<file path="config.mk">
export PLATFORM = sky130hd
export DESIGN_NAME = pwm_bank_loader
export DESIGN_NICKNAME = d
export VERILOG_FILES = /design/src/rtl/pwm_pkg.sv /design/src/rtl/pwm_timebase.sv /design/src/rtl/pwm_bank_loader.sv
export SDC_FILE = /design/constraint.sdc
export NUM_CORES = 1
export LEC_CHECK = 0
export ABC_AREA = 1
export BUFFER_PORTS_ARGS = -buffer_cell sky130_fd_sc_hd__buf_2
export CAP_MARGIN = 20
export CORE_UTILIZATION = 30
export CTS_CLUSTER_DIAMETER = 30
export DETAILED_ROUTE_END_ITERATION = 6
export GPL_TIMING_DRIVEN = 0
export HOLD_SLACK_MARGIN = 0.15
export PLACE_DENSITY = 0.45
export SLEW_MARGIN = 20
export SYNTH_ARGS = -nofsm -noshare
export SYNTH_HDL_FRONTEND = slang
export SYNTH_SLANG_ARGS = --single-unit
</file>
<file path="constraint.sdc">
create_clock -name clock -period 1.9 [get_ports clock]
set_input_delay 0.285 -clock clock [delete_from_list [all_inputs] [get_ports clock]]
set_output_delay 0.285 -clock clock [all_outputs]
set_load 0.05 [all_outputs]
</file>
<file path="src/rtl/pwm_pkg.sv">
`default_nettype none
// ----------------------------------------------------------------------------
// pwm_pkg: load FSM states, timebase terminal count and 8-bit gamma helper.
// Rev 1.0
// ----------------------------------------------------------------------------
package pwm_pkg;

  typedef enum logic [0:0] {
    IDLE    = 1'b0,
    PENDING = 1'b1
  } load_state_t;

  function automatic int cnt_max(input int res);
    return (1 << res) - 2;
  endfunction

  // Rounded cubic fit of a 2.2 gamma curve; exact at 0, 128 and 255.
  function automatic logic [7:0] gamma8(input logic [7:0] x);
    logic [31:0] num;
    num = 32'(x) * 32'(x) * (32'(x) + 32'd734);
    return 8'((num + 32'd126097) / 32'd252195);
  endfunction

endpackage
`default_nettype wire

</file>
<file path="src/rtl/pwm_timebase.sv">
`default_nettype none
// ----------------------------------------------------------------------------
// pwm_timebase: prescaler and shared period counter (0 .. 2^RES-2).
// Rev 1.0
// ----------------------------------------------------------------------------
module pwm_timebase
  import pwm_pkg::*;
#(
  parameter int RES      = 8,
  parameter int PRESCALE = 1
) (
  input  logic           clock,
  input  logic           reset_n,
  input  logic           enable,
  output logic [RES-1:0] count,
  output logic           step,
  output logic           wrap,
  output logic           period_start
);

  localparam int             PW         = (PRESCALE > 1) ? $clog2(PRESCALE) : 1;
  localparam logic [PW-1:0]  PRESC_LAST = PW'(PRESCALE - 1);
  localparam logic [RES-1:0] CNT_LAST   = RES'(cnt_max(RES));

  logic [PW-1:0] presc;

  // wrap flags the terminal count; the counter only wraps when step is also high.
  always_comb begin
    step = enable && (presc == PRESC_LAST);
    wrap = (count == CNT_LAST);
  end

  always_ff @(posedge clock or negedge reset_n) begin
    if (!reset_n) begin
      presc        <= '0;
      count        <= '0;
      period_start <= 1'b0;
    end else if (!enable) begin
      presc        <= '0;
      count        <= '0;
      period_start <= 1'b0;
    end else begin
      presc        <= step ? '0 : presc + PW'(1);
      period_start <= step && wrap;
      if (step) begin
        count <= wrap ? '0 : count + RES'(1);
      end
    end
  end

endmodule
`default_nettype wire

</file>
<file path="src/rtl/pwm_bank_loader.sv">
`default_nettype none
// ----------------------------------------------------------------------------
// pwm_bank_loader: double-buffered multi-channel PWM with load handshake.
// Optional gamma correction on transfer: define PWM_GAMMA_LUT_EN.  Rev 1.0
// ----------------------------------------------------------------------------
module pwm_bank_loader
  import pwm_pkg::*;
#(
  parameter int CHANNELS = 8,
  parameter int RES      = 8,
  parameter int PRESCALE = 1
) (
  input  logic                    clock,
  input  logic                    reset_n,
  input  logic                    enable,
  input  logic [CHANNELS*RES-1:0] duty_bus,
  input  logic                    load_req,
  output logic                    load_ack,
  output logic                    period_start,
  output logic [CHANNELS-1:0]     pwm
);

  load_state_t    state;
  load_state_t    state_next;
  logic           step;
  logic           wrap;
  logic           boundary;
  logic           capture;
  logic           transfer;
  logic [RES-1:0] count;
  logic [RES-1:0] shadow [CHANNELS];
  logic [RES-1:0] active [CHANNELS];

  pwm_timebase #(
    .RES      (RES),
    .PRESCALE (PRESCALE)
  ) u_timebase (
    .clock        (clock),
    .reset_n      (reset_n),
    .enable       (enable),
    .count        (count),
    .step         (step),
    .wrap         (wrap),
    .period_start (period_start)
  );

`ifdef PWM_GAMMA_LUT_EN
  if (RES != 8) begin : g_gamma_res_check
    $error("PWM_GAMMA_LUT_EN supports RES == 8 only");
  end

  function automatic logic [RES-1:0] to_active(input logic [RES-1:0] d);
    return RES'(gamma8(8'(d)));
  endfunction
`else
  function automatic logic [RES-1:0] to_active(input logic [RES-1:0] d);
    return d;
  endfunction
`endif

  // A disabled bank has no visible period, so any cycle is a safe swap point.
  assign boundary = !enable || (step && wrap);

  always_ff @(posedge clock or negedge reset_n) begin
    if (!reset_n) begin
      state <= IDLE;
    end else begin
      state <= state_next;
    end
  end

  always_comb begin
    state_next = state;
    load_ack   = 1'b0;
    capture    = 1'b0;
    transfer   = 1'b0;
    case (state)
      IDLE: begin
        if (load_req) begin
          capture    = 1'b1;
          state_next = PENDING;
        end
      end
      PENDING: begin
        capture = load_req;
        if (boundary) begin
          transfer = 1'b1;
          load_ack = 1'b1;
          if (!load_req) begin
            state_next = IDLE;
          end
        end
      end
      default: state_next = IDLE;
    endcase
  end

  always_ff @(posedge clock or negedge reset_n) begin
    if (!reset_n) begin
      for (int i = 0; i < CHANNELS; i++) begin
        shadow[i] <= '0;
        active[i] <= '0;
      end
      pwm <= '0;
    end else begin
      for (int i = 0; i < CHANNELS; i++) begin
        if (capture) begin
          shadow[i] <= duty_bus[i*RES +: RES];
        end
        if (transfer) begin
          active[i] <= to_active(shadow[i]);
        end
        pwm[i] <= enable && (count < active[i]);
      end
    end
  end

endmodule
`default_nettype wire
</file>
======== After elaboration in Yosys (flattened, before gate mapping) ========
Index checks and enable logic that the tools add are counted.
Widths: inputs -> output; s select.
word-level totals
  output and inout port bits .............. 10
  bits in registers ....................... 147
  logic and storage cells ................. 59
  input port bits ......................... 68
cells by class
  equality and inequality tests ........... 2
  bitwise operators ....................... 2
  muxes and demuxes ....................... 12
  $lt $le $gt $ge ......................... 8
  reductions and logical operators ........ 12
  add/sub/neg operators ................... 2
operators by type and width
  operator             count
  $lt 8x8->1           8
  $mux 8               3
  $logic_and 1x1->1    10
  $add 8x1->8 const B  1
  $eq 8x8->1 const B   1
  $mux 1               7
  $pmux 1 s2           2
  $ne 2x1->1 const B   1
  $not 1->1            2
  $add 1x1->1 const B  1
  $logic_not 1->1      1
  $logic_or 1x1->1     1

======== Longest topological paths before layout ========
  depth in word-level cells ............... 6
  depth in mapped cells ................... 11
  depth with buffers taken out ............ 9

======== Cells and area by module ========
A second synthesis with hierarchy kept.
unflattened totals
  cells, all modules ...................... 819
  area total of the unflattened synthesis .. 7348.3 sq um
by module, submodules not included
  module           area each (sq um)  cells each  times used
  pwm_bank_loader  6804.0             756         1
  pwm_timebase     544.3              63          1

======== Worst setup path before layout ========
No wires, ideal clock.
  kind .................................... register to output
  start ................................... register u_timebase.count[1]
  end ..................................... output port load_ack
  stages on the path, launching flop included .. 10
  slack ................................... -0.094 ns
  arrival ................................. 1.709 ns
  data required time ...................... 1.615 ns
  path buffers ............................ 2
  path through ............................ dfrtp_1 > ha_1 > inv_1 > nor2_1 > nand3_2 > nand2_2 > nand2_1 > buf_6 > buf_6 > inv_1
between the ends
  cells in the longest elaborated chain, start to end .. 5
RTL lines
  item                      RTL line               text
  start: declaration        pwm_timebase.sv:15     output logic [RES-1:0] count,
  start signal: assignment  pwm_timebase.sv:46     count <= wrap ? '0 : count + RES'(1);
  $eq 8x8->1                pwm_timebase.sv:30     wrap = (count == CNT_LAST);
  $logic_and 1x1->1         pwm_bank_loader.sv:62  assign boundary = !enable || (step && wrap);
  $logic_or 1x1->1          pwm_bank_loader.sv:62
  $mux 1                    pwm_bank_loader.sv:86  if (boundary) begin
  $mux 1                    pwm_bank_loader.sv:77  case (state)
  end: declaration          pwm_bank_loader.sv:18  output logic load_ack,
No other way between the ends.

======== Final worst setup path ========
  start ................................... register u_timebase.count[0]
  end ..................................... output port load_ack
The elaborated chain is that of the path after synthesis.

==> flow_metrics.env <==
export IMPL_status="finished with violations"
export IMPL_violations="setup timing"
export IMPL_yosysMostFrequentCell="nand2_1"
export IMPL_fin_crit_sh_pct=102.9
export IMPL_via_per_inst=4.290
export IMPL_die_area_um2=24680
export IMPL_syn_num_nets=882
export IMPL_p_leak_nw=4.886
export IMPL_netlist_area_um2=7216
export IMPL_crit_end="load_ack"
export IMPL_io_buffers=76
export IMPL_first_pass_iters=6
export IMPL_combPwrFrac_pct=15.8
export IMPL_synth_flop_cell="dfrtp_1"
export IMPL_finalHoldViolCount=0
export IMPL_cts_tree="built"
export IMPL_antenna_cells=0
export IMPL_avgRoutedWirePerCell_um=13.82
export IMPL_placementRows=56
export IMPL_path_cells="clkinv_4, ha_4, inv_2, nor2_4, nand3_4, nand2_4, nand2_8, clkinvlp_4, buf_8"
export IMPL_fp_coreArea_um2=23540
export IMPL_synth_area_leader_cell="dfrtp_1"
export IMPL_crit_type="flip-flop to output pin"
export IMPL_synth_seq_area_share_pct=50.98
export IMPL_clock_sinks=147
export IMPL_hpwl_mm=11.13
export IMPL_synthArstFlopShare_pct=100.0
export IMPL_fin_skew_ns=0.01194
export IMPL_cp_max_fo=3
export IMPL_cp_end_kind="output pin"
export IMPL_slew_headroom_pct=51.29
export IMPL_ir_worst_vdd_mv=0.4979
export IMPL_n_fill_cell=2401
export IMPL_reg2reg_to="active[31]$_DFFE_PN0P_"
export IMPL_clock_path_buffers=2
export IMPL_rsz0062_at_grt="yes"
export IMPL_switching_share_pct=27.21
export IMPL_cts_root_buf="clkbuf_16"
export IMPL_cp_depth=9
export IMPL_setup_viol=1
export IMPL_fin_util_pct=40.28
export IMPL_synth_area_leaders="dfrtp_1 (51%), nand2_1 (12%), ha_1 (10%), mux2_2 (10%), nand3_1 (5.5%)"
export IMPL_fmax_ghz=0.5115
export IMPL_drc=0
export IMPL_ys_ff_latch=147
export IMPL_share_seq_of_total_power_pct=43.2
export IMPL_grt_pass1_wl_mm=28.89
export IMPL_syn_inst=756
export IMPL_finalWirelength_mm=17.44
export IMPL_crit_path_start="u_timebase.count[0]$_DFFE_PN0P_"
export IMPL_ys_warn_count=0
export IMPL_io_pins=78
export IMPL_final_layout_size_suffix_gt1_share_pct=23.86
export IMPL_crit_family="flip-flops"
export IMPL_critPathArrivalTime_ns=1.67
export IMPL_p_switching_w=0.002330
export IMPL_cts_clk_slew_worst_paths_ns=0.06
export IMPL_grt_usage_pct=15.65
export IMPL_slew_viol_final=0
export IMPL_ant_nets=0
export IMPL_finalHoldWorstSlack_ns=0.3609
export IMPL_start_util_pct=30.65
export IMPL_area_delta_synth_final_pct=31.44
export IMPL_clockPowerShare_pct=41.0
export IMPL_reg2reg_from="u_timebase.count[0]$_DFFE_PN0P_"
export IMPL_gp_congestion=0.7150
export IMPL_cts_htree_levels=4
export IMPL_grt_antenna_before_repair=0
export IMPL_reg2regPathDepth=12
export IMPL_ys_types=24
export IMPL_numCtsBuffers=17
export IMPL_finalCriticalPeriod_ns=1.955
export IMPL_grt_ovfl_total=0
export IMPL_tightestPinTransition_ns=0.7307
export IMPL_intPower_w=0.006231
export IMPL_critPathMaxStageDelay_ns=0.42
export IMPL_ff2ff_setup_slack_ns=0.12
export IMPL_max_cap_violations=0
export IMPL_first_global_vias=5450
export IMPL_power_density_nw_per_um2=902.7
export IMPL_crit_required_ns=1.62
export IMPL_num_vias=5414
export IMPL_die_h_um=157.1
export IMPL_synth_avg_cell_area_um2=9.545
export IMPL_hold_start="enable"
export IMPL_die_x_um=157.1
export IMPL_worst_path_buf_inv=4
export IMPL_min_path_type="input port to flip-flop"
export IMPL_cp_start_kind="flip-flop"
export IMPL_synth_edff_count=0
export IMPL_fin_ws_ns=-0.05488
export IMPL_cpMaxStageDelayCell="dfrtp_2"
export IMPL_grt_max_degree=89
export IMPL_synth_top_area_share_pct=50.98
export IMPL_nets=1056
export IMPL_worstSkewPairLatency_ns=0.43
export IMPL_drtIter0Drc=191
export IMPL_synthTopCellsByCount="nand2_1 (232), dfrtp_1 (147), inv_1 (89), nand3_1 (79), mux2_2 (64)"
export IMPL_fin_tns_setup_ns=-0.05488
## placed cells by master, fill, tap and decap left out, types with 5 or more instances in the layout
| cell type | n |
|---|---|
| nand2_1 | 231 |
| dfrtp_1 | 139 |
| inv_1 | 87 |
| buf_2 | 81 |
| nand3_1 | 79 |
| dlygate4sd3_1 | 65 |
| mux2_2 | 64 |
| ha_1 | 57 |
| buf_4 | 19 |
| nor2_1 | 18 |
| clkbuf_16 | 17 |
| a21oi_1 | 16 |
| nand4_1 | 8 |
| clkbuf_1 | 7 |
| buf_6 | 6 |
| clkinv_4 | 5 |
| o21ai_0 | 5 |
| dfrtp_4 | 5 |
## tightest hold or removal path, delay by kind of cell
kind / cells / cell delay, ns
buf+inv: 2 / 0.26
simple gates: 3 / 0.20
## logic make-up (layout without fill, tap and decap cells)
kind of cell / Yosys count / after routing / share of synthesized area (%)
flops: 147 / 147 / 50.98
simple gates: 342 / 342 / 19.70
buf+inv: 119 / 306 / 7.300
fa+ha+maj: 58 / 58 / 10.06
mux: 64 / 64 / 9.988
xor+xnor: 3 / 3 / 0.3642
compound gates: 22 / 22 / 1.561
other cells: 1 / 1 / 0.05197
## repair_timing
action,in CTS,in global routing
setup endpoints to repair,70,41
gates resized for setup,24,8
pin swaps,3,3
hold buffers,65,0
setup buffers,13,3
hold endpoints to repair,123,0
## how the worst min path moves through the flow
stage                                      end  cells past startpoint  slack [ns]
2_1_floorplan            active[0]$_DFFE_PN0P_                      0       -0.01
3_3_place_gp            active[46]$_DFFE_PN0P_                      2        0.46
3_5_place_dp            shadow[25]$_DFFE_PN0P_                      1        0.26
4_1_cts        u_timebase.count[6]$_DFFE_PN0P_                      5        0.33
5_1_grt                 shadow[39]$_DFFE_PN0P_                      2        0.36
6_report       u_timebase.count[5]$_DFFE_PN0P_                      5        0.36
## metal layers
| metal | up-vias | GRT usage (%) | part of all wire (%) |
|---|---|---|---|
| met5 | - | 0 | 0 |
| met4 | 0 | 4.854 | 1.3 |
| met3 | 20 | 3.194 | 2.4 |
| met2 | 53 | 25.27 | 47 |
| met1 | 2565 | 20.99 | 49 |
| li1 | 2776 | - | - |
## flip-flops by register name, summed over array words and instances (netlist names)
register                 count
u_timebase.period_start      1
u_timebase.presc             1
pwm                          8
shadow                      64
u_timebase.count             8
active                      64
state                        1
## per-stage QoR
stage / setup WS, ns / power (W) / cells / instance area (um2)
5_1_grt: -0.1297 / 0.009063 / 1262 / 9484
2_1_floorplan: 0.007205 / 0.004578 / 756 / 7219
4_1_cts: -0.1458 / 0.008697 / 1261 / 9449
3_3_place_gp: -1.854 / 0.004972 / 1151 / 7999
3_5_place_dp: -0.7008 / 0.005006 / 1152 / 8036
6_report: -0.05488 / 0.008561 / 1262 / 9484
## power groups by stage
stage,registers (W),clock network (W),logic [W]
2_1_floorplan,0.00376,0,0.000822
3_3_place_gp,0.00376,0,0.00121
3_5_place_dp,0.00377,0,0.00124
4_1_cts,0.00371,0.00361,0.00138
5_1_grt,0.00375,0.00375,0.00157
6_report,0.00370,0.00351,0.00135
## layout make-up
| class | count | area (um2) | share of cell area [%] |
|---|---|---|---|
| buffer | 26 | 167.7 | 1.768 |
| clock buffer | 18 | 439.2 | 4.631 |
| clock inverter | 14 | 176.4 | 1.860 |
| inverter | 91 | 350.3 | 3.694 |
| multi-input combinational | 490 | 3059 | 32.26 |
| sequential | 147 | 3701 | 39.02 |
| tap | 319 | 399.1 | 4.208 |
| timing repair buffer | 157 | 1191 | 12.56 |
Power figures use the tool's default switching activity.
